## config.mk

```make
export PLATFORM = sky130hd
export DESIGN_NAME = ifu_fetch
export DESIGN_NICKNAME = d
export VERILOG_FILES = /design/src/rtl/ifu_fetch.sv
export SDC_FILE = /design/constraint.sdc
export NUM_CORES = 1
export LEC_CHECK = 0
export CAP_MARGIN = 15
export CORE_MARGIN = 2
export CORE_UTILIZATION = 40
export CTS_CLUSTER_DIAMETER = 30
export CTS_CLUSTER_SIZE = 8
export DETAILED_ROUTE_END_ITERATION = 8
export PLACE_DENSITY = 0.73
export SYNTH_ARGS = -nofsm -noshare
export SYNTH_HDL_FRONTEND = slang
export SYNTH_SLANG_ARGS = --single-unit
```

## constraint.sdc

```tcl
create_clock -name clock -period 4.15 [get_ports clock]
set_input_delay 0.83 -clock clock [delete_from_list [all_inputs] [get_ports clock]]
set_output_delay 0.83 -clock clock [all_outputs]
set_load 0.03 [all_outputs]
```

## src/rtl/ifu_fetch.sv

```systemverilog
// Instruction fetch stage: owns the PC, issues one outstanding instruction-memory
// read at a time and hands each instruction with its PC to decode.
module ifu_fetch #(
  parameter logic [31:0] RESET_PC = 32'h8000_0000,
  parameter int          XLEN     = 32
) (
  input  logic            clock,
  input  logic            reset,
  output logic            io_mem_req_valid,
  input  logic            io_mem_req_ready,
  output logic [XLEN-1:0] io_mem_req_addr,
  input  logic            io_mem_resp_valid,
  input  logic [XLEN-1:0] io_mem_resp_data,
  output logic            io_out_valid,
  input  logic            io_out_ready,
  output logic [XLEN-1:0] io_out_inst,
  output logic [XLEN-1:0] io_out_pc,
  input  logic            io_redirect_valid,
  input  logic [XLEN-1:0] io_redirect_pc
);

  typedef enum logic [1:0] {BOOT, REQ, WAIT, HOLD} state_t;

  state_t          state_reg, state_next;
  logic [XLEN-1:0] pc_reg, pc_next;
  logic [XLEN-1:0] inst_q_reg, inst_q_next;
  logic [XLEN-1:0] pc_q_reg, pc_q_next;
  logic            kill_reg, kill_next;
  logic [XLEN-1:0] redirect_target;
  logic            out_fire;

  assign redirect_target  = io_redirect_pc & ~XLEN'(3);
  assign io_mem_req_valid = (state_reg == REQ);
  assign io_mem_req_addr  = pc_reg;
  // Redirect gates the handover so a wrong-path instruction never reaches decode.
  assign io_out_valid     = (state_reg == HOLD) && !io_redirect_valid;
  assign io_out_inst      = inst_q_reg;
  assign io_out_pc        = pc_q_reg;
  assign out_fire         = io_out_valid && io_out_ready;

  always_ff @(posedge clock or negedge reset) begin
    if (!reset) begin
      state_reg  <= BOOT;
      pc_reg     <= RESET_PC;
      kill_reg   <= 1'b0;
      inst_q_reg <= '0;
      pc_q_reg   <= '0;
    end else begin
      state_reg  <= state_next;
      pc_reg     <= pc_next;
      kill_reg   <= kill_next;
      inst_q_reg <= inst_q_next;
      pc_q_reg   <= pc_q_next;
    end
  end

  always_comb begin
    state_next  = state_reg;
    pc_next     = pc_reg;
    kill_next   = kill_reg;
    inst_q_next = inst_q_reg;
    pc_q_next   = pc_q_reg;
    case (state_reg)
      BOOT: begin
        if (io_redirect_valid) pc_next = redirect_target;
        state_next = REQ;
      end
      REQ: begin
        if (io_redirect_valid) begin
          pc_next = redirect_target;
          // The old address was accepted alongside the redirect; its data is stale.
          if (io_mem_req_ready) begin
            state_next = WAIT;
            kill_next  = 1'b1;
          end
        end else if (io_mem_req_ready) begin
          state_next = WAIT;
        end
      end
      WAIT: begin
        if (io_redirect_valid) begin
          pc_next = redirect_target;
          if (io_mem_resp_valid) begin
            kill_next  = 1'b0;
            state_next = REQ;
          end else begin
            kill_next  = 1'b1;
          end
        end else if (io_mem_resp_valid) begin
          if (kill_reg) begin
            kill_next  = 1'b0;
            state_next = REQ;
          end else begin
            inst_q_next = io_mem_resp_data;
            pc_q_next   = pc_reg;
            state_next  = HOLD;
          end
        end
      end
      HOLD: begin
        if (io_redirect_valid) begin
          pc_next    = redirect_target;
          state_next = REQ;
        end else if (out_fire) begin
          pc_next    = pc_reg + XLEN'(4);
          state_next = REQ;
        end
      end
      default: state_next = BOOT;
    endcase
  end

endmodule

```

==> metrics.txt <==
Setup Skew about 0.0095 ns; top cells by area, synth dfrtp_1, mux2_2, a21oi_1; crit path DAT around 1.9 ns; RR Endpoint io_mem_req_addr[18]; max cap viols 0; Worst EP required ~3.3 ns; CP Class in -> out; ys async rst share 100%; most common cell after layout, fill and taps aside clkdlybuf4s50_1; R2R setup slack 1.96 ns; Yosys Warn Count 0; Worst IR Drop VDD between 0.2 and 0.3 mV; Hold Path Sink io_out_pc[14]; post-CTS sizing 0; mapped cell area approximately 0.0045 mm2; HP Class reg -> reg; Layout Area Growth over Synthesis 42.5%; Syn Inst Count between 300 and 400; placed inst area just over 0.006 mm2; worst slew pin tran around 1.0 ns; pin count of the biggest net entering global routing between 80 and 90; unrepaired setup endpoints after global routing false; FP Rows 38; Post-DRT Antenna Nets 0; Lkg Pwr 2.72 nW; hold slack between 0.5 and 0.6 ns; Final Wtd Congestion around 0.87; Max H-tree Level 3; pwr dens 582 mW/mm2; clk sinks 95; Die Ht approximately 110 um; status finished, final reports clean; vias in the first global route 3,799; Total GRT Usage 20.3%; max reg flops 32; # nets final between 600 and 700; TritonCTS clock tree built; depth of the worst hold-timing path 1; number of flops mapped to enable cells by yosys 0; post-synth top area share a little over half; Min Clock Period, post-route between 2 and 3 ns; reg2reg path depth 6; Synth cell types 53; I/O Pins around 170; Final Cell Area 0.00641 mm2; Fmax 366 MHz; Slew headroom between 30% and 40%; Initial Util approximately two fifths; layout cells sized above 1 between 10% and 20%; DPL Wire Length ~8600 um; Yosys reg bits 95; Core Area about 0.011 mm2; WL/cell approximately 17 um; Worst Min Path Start io_out_pc[14]; Setup-failing EPs final 0; initial antenna violation count 0; crit path from io_redirect_valid; Setup TNS 0 ns; routed vias between 3,000 and 4,000; Mean Syn Cell Area approximately 11 um2; Worst Setup End Kind output pin; WL final 12,000 um; FF-to-FF Start io_mem_req_addr[2]; Worst-Skew Late Latency 0.37 ns; ys flop type dfrtp_1; CP max FO 7; die extent in x around 110 um; register area share after synthesis 52.9%; Max clock buf depth 2; total die area roughly 0.012 mm2; commonest non-fill, non-tap cells in the layout clkdlybuf4s50_1, dfrtp_1, mux2_2; root buf cell clkbuf_8; Slew Limit Fails 0; DR iter-0 viols 130; ANT cells 0; Via density between 5 and 6; area leader, netlist dfrtp_1; Post-route DRC 0; Hold Fails Final Rpt 0; # port buffers roughly 160; # hold bufs at CTS 0; Critical Path Start Type input port; Inserted Clock Buffers 9; gr ovfl total 0; DRT Pass-1 Iters 5; clk slew on worst S/H paths around 0.1 ns; postcts setup bufs 0; Total Power between 3 and 4 mW; wire length of the first global-routing pass about 19,000 um; Tcrit/Tclk final between 60 and 70%
-- metrics by stage --
stage	utilization [%]	std cells	setup slack, ns
6_report	58.8	696	1.42
2_1_floorplan	-	400	1.53
4_1_cts	58.8	696	1.41
3_5_place_dp	57.2	680	1.20
3_3_place_gp	57.2	680	1.23
5_1_grt	58.8	696	1.33
-- synthesized netlist by cell type, types with 2 or more instances --
library cell  count
dfrtp_1          94
mux2_2           62
a21oi_1          29
o21ai_0          22
nand2_1          21
nor2_1           19
nand3_1          16
buf_2            11
clkbuf_1         11
nor3_1           10
nand4_1           8
o22ai_1           8
inv_1             7
and4_1            6
ha_1              5
a2bb2oi_1         4
a31oi_1           4
and3_1            4
buf_4             4
nand2b_1          4
or3_1             4
a211oi_1          3
a311oi_1          3
nor4_1            3
o22a_1            3
a21o_1            2
a221oi_1          2
a41o_1            2
nor3b_1           2
-- per-layer routing --
metal  vias up  part of all wire [%]  routed length, um  GRT usage (%)
met5         -                     0                  0              0
met4         0                  0.95                114           8.14
met3        12                   7.0                840           4.88
met2       141                    50               6010           32.6
met1      1859                    42               5060           26.4
li1       1790                     -                  -              -
-- worst max-delay path: stages --
cell and delay, ns:
clkdlybuf4s50_1 0.66, nand2b_1 0.18, inv_1 0.06, buf_4 0.18
-- power breakdown --
| part | switching (mW) | internal, mW |
|---|---|---|
| logic | 0.938 | 0.748 |
| registers | 0.283 | 1.18 |
| clock network | 0.352 | 0.227 |
| total | 1.57 | 2.16 |
-- layout make-up --
cell class / instances / area (um2)
multi-input cells: 270 / 1990
flip-flops and latches: 95 / 2380
clock buffers: 9 / 124
well taps: 140 / 175
fillers: 925 / 4480
inverters: 7 / 26.3
repair buffers: 168 / 1660
clock inverters: 7 / 56.3
-- cells by family (layout without fill, tap and decap cells) --
kind of cell | count (synthesis) | count (layout) | synth area share (%)
compound gates | 94 | 94 | 13.3
fa+ha+maj | 5 | 5 | 1.39
buf+inv | 35 | 191 | 3.59
flops | 95 | 95 | 52.9
mux | 63 | 63 | 15.7
other cells | 1 | 4 | 0.0834
simple gates | 104 | 104 | 13.0
-- worst max-delay path by stage --
| stage | endpoint |
|---|---|
| after detailed placement | io_mem_req_addr[28] |
| final | io_out_valid |
| after global routing | io_out_valid |
| after floorplan | io_out_valid |
| after global placement | io_mem_req_addr[28] |
| after CTS | io_out_valid |
Note: power is estimated with default switching activity, not from simulation.
